`src/rtl/dds_tune_ctrl.sv`:
```
// DDS tuning control: conditions the frequency index, computes the tuning word
// with a serial shift-add multiplier, and runs the phase accumulator. New
// tuning words are applied only at a phase wrap, so the LUT address stays
// continuous.
module dds_tune_ctrl #(
  parameter int unsigned IDX_W    = 11,
  parameter int unsigned IDX_MAX  = 1799,
  parameter int unsigned ACC_W    = 32,
  parameter int unsigned PHASE_W  = 10,
  parameter int unsigned BASE_INC = 179,
  parameter int unsigned WAIT_MAX = 2400000
) (
  input  logic               Fg_CLK,
  input  logic               RESETn,
  input  logic [IDX_W-1:0]   Address,
  input  logic               FreqChng,
  input  logic               Enable,
  output logic [PHASE_W-1:0] Phase,
  output logic               PhaseWrap,
  output logic [ACC_W-1:0]   TuneWord,
  output logic               Busy,
  output logic               Loaded
);

  localparam int unsigned MUL_W = IDX_W + 1;
  localparam int unsigned CNT_W = (MUL_W > 1) ? $clog2(MUL_W) : 1;
  localparam int unsigned WC_W  = (WAIT_MAX > 1) ? $clog2(WAIT_MAX) : 1;

  localparam logic [1:0] S_IDLE = 2'd0;
  localparam logic [1:0] S_MUL  = 2'd1;
  localparam logic [1:0] S_PEND = 2'd2;

  logic [1:0]       state_q, state_nxt;
  logic [MUL_W-1:0] m_q, m_nxt;
  logic [ACC_W-1:0] prod_q, prod_nxt;
  logic [CNT_W-1:0] cnt_q, cnt_nxt;
  logic [WC_W-1:0]  wait_q, wait_nxt;
  logic             pend_flag_q, pend_flag_nxt;
  logic [IDX_W-1:0] pend_idx_q, pend_idx_nxt;
  logic [ACC_W-1:0] tw_q, tw_nxt;
  logic             busy_q, busy_nxt;
  logic             loaded_q, loaded_nxt;
  logic [ACC_W-1:0] acc_q;
  logic             wrap_q;

  logic [IDX_W-1:0] idx_c;
  logic [MUL_W-1:0] m_in_c;
  logic [MUL_W-1:0] m_pend_c;
  logic [ACC_W:0]   sum_c;
  logic             carry_c;
  logic [ACC_W-1:0] add_c;

  // Index clamp, multiplier operands, partial product and accumulator sum
  always_comb begin
    idx_c    = (Address > IDX_W'(IDX_MAX)) ? IDX_W'(IDX_MAX) : Address;
    m_in_c   = MUL_W'(idx_c) + MUL_W'(1);
    m_pend_c = MUL_W'(pend_idx_q) + MUL_W'(1);
    sum_c    = {1'b0, acc_q} + {1'b0, tw_q};
    carry_c  = Enable & sum_c[ACC_W];
    add_c    = m_q[cnt_q] ? (ACC_W'(BASE_INC) << cnt_q) : '0;
  end

  // Next-state and control decode
  always_comb begin
    state_nxt     = state_q;
    m_nxt         = m_q;
    prod_nxt      = prod_q;
    cnt_nxt       = cnt_q;
    wait_nxt      = wait_q;
    pend_flag_nxt = pend_flag_q;
    pend_idx_nxt  = pend_idx_q;
    tw_nxt        = tw_q;
    loaded_nxt    = 1'b0;
    case (state_q)
      S_IDLE: begin
        if (FreqChng) begin
          m_nxt     = m_in_c;
          prod_nxt  = '0;
          cnt_nxt   = '0;
          state_nxt = S_MUL;
        end
      end
      S_MUL: begin
        prod_nxt = prod_q + add_c;
        if (FreqChng) begin
          pend_idx_nxt  = idx_c;
          pend_flag_nxt = 1'b1;
        end
        if (cnt_q == CNT_W'(IDX_W)) begin
          wait_nxt  = '0;
          state_nxt = S_PEND;
        end else begin
          cnt_nxt = cnt_q + CNT_W'(1);
        end
      end
      S_PEND: begin
        if (FreqChng) begin
          // abort: restart with the new index, no load
          m_nxt         = m_in_c;
          prod_nxt      = '0;
          cnt_nxt       = '0;
          pend_flag_nxt = 1'b0;
          state_nxt     = S_MUL;
        end else if (carry_c || !Enable || (wait_q == WC_W'(WAIT_MAX - 1))) begin
          tw_nxt     = prod_q;
          loaded_nxt = 1'b1;
          if (pend_flag_q) begin
            pend_flag_nxt = 1'b0;
            m_nxt         = m_pend_c;
            prod_nxt      = '0;
            cnt_nxt       = '0;
            state_nxt     = S_MUL;
          end else begin
            state_nxt = S_IDLE;
          end
        end else begin
          wait_nxt = wait_q + WC_W'(1);
        end
      end
      default: state_nxt = S_IDLE;
    endcase
    busy_nxt = (state_nxt != S_IDLE);
  end

  // FSM and tuning-word registers
  always_ff @(posedge Fg_CLK) begin
    if (!RESETn) begin
      state_q     <= S_IDLE;
      m_q         <= '0;
      prod_q      <= '0;
      cnt_q       <= '0;
      wait_q      <= '0;
      pend_flag_q <= 1'b0;
      pend_idx_q  <= '0;
      tw_q        <= ACC_W'(BASE_INC);
      busy_q      <= 1'b0;
      loaded_q    <= 1'b0;
    end else begin
      state_q     <= state_nxt;
      m_q         <= m_nxt;
      prod_q      <= prod_nxt;
      cnt_q       <= cnt_nxt;
      wait_q      <= wait_nxt;
      pend_flag_q <= pend_flag_nxt;
      pend_idx_q  <= pend_idx_nxt;
      tw_q        <= tw_nxt;
      busy_q      <= busy_nxt;
      loaded_q    <= loaded_nxt;
    end
  end

  // Phase accumulator and registered wrap pulse
  always_ff @(posedge Fg_CLK) begin
    if (!RESETn) begin
      acc_q  <= '0;
      wrap_q <= 1'b0;
    end else if (Enable) begin
      acc_q  <= sum_c[ACC_W-1:0];
      wrap_q <= sum_c[ACC_W];
    end else begin
      wrap_q <= 1'b0;
    end
  end

  assign Phase     = acc_q[ACC_W-1 -: PHASE_W];
  assign PhaseWrap = wrap_q;
  assign TuneWord  = tw_q;
  assign Busy      = busy_q;
  assign Loaded    = loaded_q;

endmodule

```
`config.mk`:
```
export PLATFORM = sky130hd
export DESIGN_NAME = dds_tune_ctrl
export DESIGN_NICKNAME = d
export VERILOG_FILES = /design/src/rtl/dds_tune_ctrl.sv
export SDC_FILE = /design/constraint.sdc
export NUM_CORES = 1
export LEC_CHECK = 0
export BUFFER_PORTS_ARGS = -buffer_cell sky130_fd_sc_hd__buf_4
export CAP_MARGIN = 20
export CELL_PAD_IN_SITES_DETAIL_PLACEMENT = 0
export CELL_PAD_IN_SITES_GLOBAL_PLACEMENT = 1
export CORE_ASPECT_RATIO = 1.2
export CORE_MARGIN = 5
export CORE_UTILIZATION = 35
export CTS_BUF_LIST = sky130_fd_sc_hd__clkbuf_16
export CTS_CLUSTER_DIAMETER = 120
export DETAILED_ROUTE_END_ITERATION = 10
export PLACE_DENSITY = 0.63
export RECOVER_POWER = 50
export SLEW_MARGIN = 10
export SYNTH_ARGS = -nofsm -noshare
export SYNTH_HDL_FRONTEND = slang
export SYNTH_SLANG_ARGS = --single-unit
```
`constraint.sdc`:
```
create_clock -name Fg_CLK -period 12.15 [get_ports Fg_CLK]
set_clock_uncertainty 0.15 [all_clocks]
set_input_delay 0.6075 -clock Fg_CLK [delete_from_list [all_inputs] [get_ports Fg_CLK]]
set_output_delay 0.6075 -clock Fg_CLK [all_outputs]
set_load 0.02 [all_outputs]
```
# Yosys cells after proc, flatten, opt, wreduce, memory -nomap -nowiden
# Index checks and enable logic that the tools add are counted.
# totals
word_cells,89
inputBits,15
register_bits,151
mem_count,0
romBits,0
latchBits,0
ramBits,0
output_inout_bits,45
# classes
n_shift,1
n_mux,35
n_lt_le_gt_ge,2
add_sub_neg,6
reduce_logical,17
n_mul,0
n_eq_ne,12
n_div,0
n_bitwise,4
# ops
operator,n
two-way mux 32 bit,5
case mux 32 bit (3 select lines),1
two-way mux 22 bit,3
two-way mux 12 bit,4
case mux 22 bit (2 select lines),1
adder 32 x 32 -> 33 bit,1
adder 32 bit,1
"<< shifter 8 x 4 -> 32 bit, first input constant",1
"adder 11 x 1 -> 12 bit, second input constant",2
case mux 12 bit (2 select lines),1
"adder 22 x 1 -> 22 bit, second input constant",1
"equality test 22 bit, second input constant",1
two-way mux 4 bit,5
"!= test 2 bit, second input constant",6
case mux 4 bit (3 select lines),1
AND reduction 4 bit,3
"greater-than comparator 11 bit, second input constant",1
two-way mux 11 bit,1
two-way mux 2 bit,4
two-way mux 1 bit,6
"!= test 3 bit, second input constant",2
case mux 2 bit (3 select lines),1
AND reduction 3 bit,2
nonzero test 2 bit,3
16 further kinds,20

# Logic depth before layout (Yosys ltp)
# Gate-level depths: netlist of the first run.
# depth
depth_word,8
mapped_depth,17

# Worst setup path after synthesis of the first run
# Ideal clock, no wire load.
# synth_timing
path_type,register to register
from,register cnt_q[1]
to,register prod_q[28]
path_slack_ns,7.805
t_arrival_ns,4.069
setup_ns,0.126
path_stages_with_launch,17
synth_period_minus_slack_ns,4.345
path_cell_list,dfxtp_1 clkbuf_1 mux4_2 nand2_1 nand2_1 nand2_1 nor3b_1 ha_1 fa_1 a211o_1 a2111oi_4 nor4_1 o31ai_1 nor3_1 a2111oi_4 nor4b_2 mux2i_1
# synth_via
elab_chain_len,5
elab_cells_between_ends,6
cone_classes,1 x add/sub; 1 x shift; 4 x mux
# synth_rtl
element,line,text
from (decl),36,"logic [CNT_W-1:0] cnt_q, cnt_nxt;"
from (signal assigned),142,cnt_q <= cnt_nxt;
binary-select mux 1 bit (select 4 bit),60,add_c = m_q[cnt_q] ? (ACC_W'(BASE_INC) << cnt_q) : '0;
two-way mux 1 bit (not written as such),60,
two-way mux 32 bit *,60,
adder 32 bit *,84,prod_nxt = prod_q + add_c;
case mux 32 bit (3 select lines) *,74,case (state_q)
to (signal assigned),141,prod_q <= prod_nxt;
to (decl),35,"logic [ACC_W-1:0] prod_q, prod_nxt;"
# Mark *: on every way between the ends. The rest lies on a longest branch, timed or not. The select of a mux whose other input is x is not followed.
# A chain may end at the register's enable or synchronous reset.

==> reports/summary.md, run 1 <==
For this run, the detailed router's first-pass iteration total came to 4. The via count of the first global-routing pass came out at 8,331. Counting along the longest clock path gives a buffer depth of 2.

TritonCTS built the clock tree. Largest fanout on the critical path: 69. The clock sink total was 151; the placement row count was 66. The run gives 0 as the post-cts repair resize count.

The number of max-cap violations is 3. The fraction of power spent switching nets works out to 0.257. The final global-route overflow total is 0, and the H-tree depth is 4.

The combined global-route utilization of all metal layers was 0.171. Synthesis inferred 151 register bits. Entering global routing, the biggest net connects 70 pins.

Pin placement for this block handled 60 I/O pins. The cell chosen for the clock root was clkbuf_16. The post-layout net count is 1,323.

For this block, the via count after detailed routing is 8,605. At the end of routability-driven placement, the weighted congestion stood at 0.787. In this run, the number of DRC markers left after iteration 0 of detailed routing was 338.

Based on the critical path, the design can be clocked at up to 0.154 GHz. The residual DRC count is 0. The flow ran to the end, but the final reports show violations. Fraction of layout cells with a size suffix above 1: 0.0629.

The tools report the critical path launch point type as an input pin. The first global-routing pass estimated 43,300 um of wire. For the signal arrival time at the worst endpoint, the log shows 6.71 ns. For the worst-skew pair, the clock arrives at the later sink with an insertion delay of 0.43 ns. The run gives -1.21 as the relative slew slack. The most used flip-flop cell after synthesis is dfxtp_1. Endpoint class of the critical path: a flip-flop. The area of the core was 0.0272 mm2; the initial antenna violation count was 0. Synthesis handed over a netlist of 1,224 instances. In this run, synthesis inferred 0 flip-flops with an integrated enable. In the routed layout, each cell is associated on average with a via count of 5.39.

The tools report the final cell count without fillers as 1,596. For the combinational group share of total power, the log shows 0.094. The library cells used most frequently in the layout, excluding fill and tap cells, are nand2_1 (168), dfxtp_1 (151), a21oi_1 (138). The port buffer count was 59. The checks that failed: max-capacitance violations, max-slew violations. In this run the remaining antenna-violating nets after routing total 0.

The transition time at the pin with the least slew margin is 3.31 ns, and the effective utilization at floorplan is 0.354. The time the worst path needs with I/O delays and setup was 6.50 ns. Netlist area before placement: 0.00963 mm2.

The share of total power in sequential cells was 0.431. For this run, the number of Yosys warnings is 0. The run gives 0.0309 mm2 as the die area.

The relative area change from synthesis to final layout was 10.9%; the peak ir drop on the vdd network was 0.0650 mV. The die outline height is 192 um. Dividing the detail-routed wire length by the instance count gives 16.5 um. For this design, the CTS-stage hold fixing added 0 buffers. The setup total negative slack is 0 ns, and the proportion of register bits with asynchronous set or reset after synthesis is 0. The number of different library cells in the post-synthesis netlist is 80. The type of the worst setup path is in2reg. Once detailed placement completed, the half-perimeter wirelength came to 19,000 um. Setup repair after global routing left no endpoint under its margin. Power density normalized to cell area: 112 mW/mm2. The die boundary width is 161 um, and the number of inserted diodes is 0. The analysis attributes to net switching a power of 0.307 mW. Clock-pin slew was measured on the worst setup and hold paths at 0.07 ns. Summed over all cells, the static leakage comes to 4.19 nW. Setup violations remaining at the end of the flow were counted as 0.

The number of CTS-inserted buffers was 17; the clock share of power was 0.475. Number of post-CTS setup repair buffers: 0. The max-slew violation count came out at 151. Worst min-delay path category: in2reg. The number of instances in the placed design is 1,564, and the count of final hold-check violations is 0. Counting the fill cells in the layout gives 2,883. Leaving out fill and tap cells, the most frequent cell in the layout is nand2_1. The internal power of the cells is 0.888 mW, and the required arrival time at the worst endpoint is 12.36 ns. The sequential cell area fraction in the yosys report was 0.314; the synthesized area divided by synthesized cell count was 7.87 um2. The part of the cycle the worst path needs is 0.535, and the final routed wirelength across all metal layers is 26,400 um.
## metrics by stage
| step | setup WS (ns) | util | total power [mW] | area [um2] | hold WS (ns) |
|---|---|---|---|---|---|
| floorplan | 7.80 | - | 0.608 | 9640 | 0.279 |
| global route | 5.07 | 0.393 | 1.24 | 10700 | 0.296 |
| detailed placement | 7.18 | 0.377 | 0.639 | 10300 | 0.296 |
| CTS | 7.13 | 0.400 | 1.21 | 10900 | 0.270 |
| finish | 5.65 | 0.393 | 1.19 | 10700 | 0.296 |
| global placement | 7.27 | 0.377 | 0.639 | 10300 | 0.290 |
## cell families after synthesis
logic type,share of synthesized area
XOR/XNOR,0.0400
other,0.000389
AO/OA/AOI/OAI,0.237
buffers and inverters,0.0442
AND/OR/NAND/NOR,0.249
flip-flops,0.314
adder cells (fa/ha/maj),0.0860
multiplexers,0.0294
## power groups by stage
stage               combinational, mW  clock [mW]  sequential, mW
floorplan                      0.0845           0           0.523
global placement                0.113           0           0.526
detailed placement              0.114           0           0.526
CTS                             0.114       0.583           0.515
global route                    0.127       0.601           0.516
finish                          0.112       0.568           0.515
## final cells by class
class / instances / area, um2 / area share
Multi-Input combinational cell: 980 / 6190 / 0.580
Sequential cell: 151 / 3020 / 0.283
Timing Repair Buffer: 68 / 330 / 0.0309
Clock buffer: 17 / 425 / 0.0398
Clock inverter: 15 / 185 / 0.0173
Tap cell: 340 / 425 / 0.0398
Inverter: 25 / 95.1 / 0.00891
## per-layer routing
layer	track usage	wire (um)	up-vias
li1	-	-	4511
met3	0.0288	663	18
met1	0.215	12400	3979
met2	0.302	13000	97
met4	0.0433	279	0
met5	0	0	-
## Yosys cell counts, drive strengths merged (23+ instances only)
| cell type | instances | area share |
|---|---|---|
| nand2 | 168 | 0.065 |
| dfxtp | 151 | 0.31 |
| a21oi | 142 | 0.076 |
| nor2 | 89 | 0.035 |
| nand3 | 85 | 0.044 |
| ha | 63 | 0.082 |
| clkbuf | 45 | 0.018 |
| o21ai | 44 | 0.023 |
| buf | 25 | 0.017 |
| inv | 25 | 0.0097 |
| o31ai | 24 | 0.019 |
| a211oi | 23 | 0.020 |
| nor3 | 23 | 0.012 |
## state kept, by name, summed over array words and instances (netlist names)
signal and count:
Loaded 1, PhaseWrap 1, Busy 1, pend_idx_q 11, m_q 12, acc_q 32
prod_q 32, wait_q 22, pend_flag_q 1, TuneWord 32, cnt_q 4, state_q 2
## worst paths after layout
path	from	end	slack [ns]	cells past startpoint
max	RESETn	acc_q[30]	5.65	6
min	Address[10]	pend_idx_q[10]	0.30	3
max reg2reg	cnt_q[2]	prod_q[28]	7.16	15
min reg2reg	m_q[10]	m_q[10]	0.31	2
## worst max-delay path, cell delays in order
cell        delay (ns)
clkbuf_1          1.31
clkinvlp_2        2.06
clkbuf_1          1.54
or4_1             0.90
nor3_1            0.14
nand3b_1          0.12
No activity file was read; power rests on OpenSTA's default activity.
==> run 2, diff against run 1 <==
- ABC_AREA: unset -> 1
- PLACE_DENSITY: 0.63 -> 0.66
- clock period: 12.15 -> 6.4 ns (I/O delays scaled with it)
==> reports/summary.md, run 2 <==
The run finished, with violations left. The checks that failed: max-capacitance violations, max-slew violations. The final routed wirelength across all metal layers came out at 34,800 um. Clock-pin slew was measured on the worst setup and hold paths at 0.07 ns. The logs give 0.0108 mm2 for the netlist area before placement and 0.664 mW for the reported net switching power. The max-slew violation count is 78, and the number of inserted diodes is 0. Global routing finished with a remaining overflow of 0.

The part of the cycle the worst path needs works out to 0.653. The wire length per cell is 15.9 um, and the clock share of power is 0.454. Derived from the worst setup path, the maximum achievable clock frequency is 0.239 GHz. The worst setup path is launched from an input pin.

By area, the combinational part of the netlist is dominated by simple AND/OR/NAND/NOR gates. The tools report the combinational group share of total power as 0.121. The initial antenna violation count was 1. Most repeated cell in the gate-level netlist after synthesis: nand2_1. Area of the core: 0.0306 mm2. The number of post-CTS setup repair buffers was 0; the peak ir drop on the vdd network was 0.117 mV.

The number of CTS-inserted buffers was 17; the pin count of the biggest net entering global routing was 63. Synthesis produced a netlist whose cell count is 1,755. The logs give 0.355 for the effective utilization at floorplan and 4.39 ns for the signal arrival time at the worst endpoint. Across the run, the number of max-cap violations was 2. Number of different library cells in the post-synthesis netlist: 46.

The worst setup path is of the in2reg kind. The XOR/XNOR share of the synthesized area was 0.0275. Detailed routing inserted a total of 11,000 vias.

Setup total negative slack on the finished layout was measured at 0 ns. Fill cell total of the finished layout: 3,487. At the pin with the least slew margin, the transition time is 2.71 ns. The post-layout net count is 1,860. Clock latency on the worst-skew pair, taken at its later pin, is 0.44 ns.

The required arrival time at the worst endpoint came out at 6.61 ns. The H-tree was split into 4 levels. In this run the static leakage power is 5.37 nW.

The power density normalized to cell area works out to 198 mW/mm2. The fraction of the mapped netlist area in adder cells is 0.0764. The die boundary width is 171 um.

No sink is reached through more buffers than the 2 on the longest clock path. Of all nets on the critical path, the largest fanout is 48. The root buffer cell chosen for the clock tree is clkbuf_16. The synthesis warning total is 0, and the count of state elements after synthesis is 151. The endpoint class of the critical path is a flip-flop. The port buffer count was 59. The final worst slack is 2.22 ns. The run gives 70 as the placement row count.

Relative to the synthesized area, the layout overhead comes to 9.27%. The logs give 0 for the count of final hold-check violations and 0 for the final setup violation count. The logs give 0.279 for the sequential cell area fraction in the yosys report and 0.865 for the last weighted congestion value of the routability-driven placer. OpenSTA, run right after detailed placement, puts the worst setup slack at 2.56 ns.

For this run, the detailed router's first-pass iteration total came to 6. The most frequent standard cell in the layout excluding fill and tap cells was nand2_1. The routed via count divided by cell count was 5.02.

The fraction of layout cells with a size suffix above 1 came out at 0.0390. Main flop type after synthesis: dfxtp_1. The global-route wire length before repair came out at 55,800 um. For the share of total power in sequential cells, the log shows 0.425. From bottom edge to top edge, the die measures 203 um.

The clock drives 151 sinks. The simple-gate area share of the yosys netlist was 0.357. The proportion of synthesized area in mux cells was 0; the die area was 0.0346 mm2. The synthesized area divided by synthesized cell count works out to 6.18 um2.

Summed over all instances, the cell type with the most area after synthesis is dfxtp_1. Ranked by total cell area, the synthesized netlist is headed by dfxtp_1 (28%), nand2_1 (15%), nor2_1 (9.8%). The fraction of power spent switching nets was 0.283; the combined global-route utilization of all metal layers was 0.201. By count the netlist is led by nand2_1 (421), nor2_1 (284), inv_1 (205). The tightest hold path in the finished design has a slack of 0.0303 ns. Compound-gate portion of the synthesized area: 0.158. Post-cts repair resize count: 0. Cell internal power was estimated by the tool at 1.68 mW. TritonCTS built the clock tree. In this run the remaining antenna-violating nets after routing total 0. Once placement finished, the instance area stood at 0.0115 mm2. The worst path needs 4.18 ns of the cycle, external delays included.

Once detailed placement completed, the half-perimeter wirelength came to 26,700 um. The logs give -0.806 for the relative slew slack and 0.0118 mm2 for the final cell area excluding filler cells. The proportion of register bits with asynchronous set or reset after synthesis was 0. Setup repair after global routing left no endpoint under its margin. The tightest min-delay check is of the in2reg type.

Yosys mapped a number of flops with a built-in enable equal to 0. 60 I/O pins were placed. The violation count after the first detailed-routing iteration is 519. The tools report the via count of the first global-routing pass as 10,900.

The count of hold buffers inserted by post-cts repair was 0; the residual DRC count was 0. The total chip power was 2.34 mW; the area share of the largest cell type after synthesis was 0.279. In the layout the commonest cells are nand2_1 (426), nor2_1 (285), inv_1 (206).
-- run 2: changes by cell type after synthesis, moves of 12 or more --
| cell | delta |
|---|---|
| nor2_1 | +195 |
| xnor2_1 | -17 |
| or3_1 | -21 |
| and3_1 | -12 |
| inv_1 | +180 |
| a211oi_1 | -20 |
| o31ai_1 | -22 |
| or4_1 | -21 |
| nand2_1 | +253 |
| o21ai_0 | +83 |
| nand4_1 | +15 |
| clkbuf_1 | -17 |
| mux2i_1 | -20 |
| nand3_1 | +40 |
-- run 2: layout make-up --
class / instances / area, um2 / share of cell area
clock buffer: 17 / 425 / 0.0359
clock inverter: 15 / 179 / 0.0151
inverter: 210 / 792 / 0.0669
multi-input combinational: 1339 / 6650 / 0.561
sequential: 151 / 3020 / 0.255
tap: 396 / 495 / 0.0418
timing repair buffer: 61 / 282 / 0.0238
-- run 2: cells by family after synthesis --
| kind of cell | Yosys count |
|---|---|
| AOI/OAI and AO/OA | 317 |
| xor gates and xnor gates | 34 |
| adders and majority gates | 65 |
| buffers and inverters | 267 |
| DFF | 151 |
| other | 1 |
| and+or+nand+nor | 920 |
-- run 2: through the flow --
stage / utilization / cells
5_1_grt: 0.387 / 2189
3_3_place_gp: 0.376 / 2157
3_5_place_dp: 0.376 / 2157
2_1_floorplan: - / 1757
4_1_cts: 0.396 / 2189
6_report: 0.387 / 2189
-- run 2: routing by layer --
layer	wire length, um	track usage	part of all wire	vias up
met5	13	0	0.00037	-
met4	867	0.0673	0.025	2
met3	1160	0.0271	0.033	44
met2	17400	0.368	0.50	170
met1	15400	0.240	0.44	5031
li1	-	-	-	5731
-- run 2: final timing paths --
check                                  from              to  slack [ns]  depth (start not counted)
worst min-delay path            Address[10]  pend_idx_q[10]        0.03                          3
worst min register to register       m_q[8]          m_q[8]        0.33                          2
worst max register to register     cnt_q[2]      prod_q[10]        2.52                         20
worst max-delay path                 Enable      prod_q[21]        2.22                          9
-- run 2: worst max-delay path, stage by stage --
cell and delay (ns):
clkbuf_1 1.83, nand2_1 0.15, inv_1 0.15, nand3_1 0.17, nand2_1 0.11, nand2_1 0.20
nand2_1 1.11, nand2_1 0.13, a21oi_1 0.19
-- run 2: power groups by stage --
stage	combinational (mW)	sequential (mW)	clock (mW)
2_1_floorplan	0.222	1.01	0
3_3_place_gp	0.291	1.02	0
3_5_place_dp	0.292	1.02	0
4_1_cts	0.293	0.997	1.09
5_1_grt	0.325	1.00	1.14
6_report	0.283	0.997	1.06
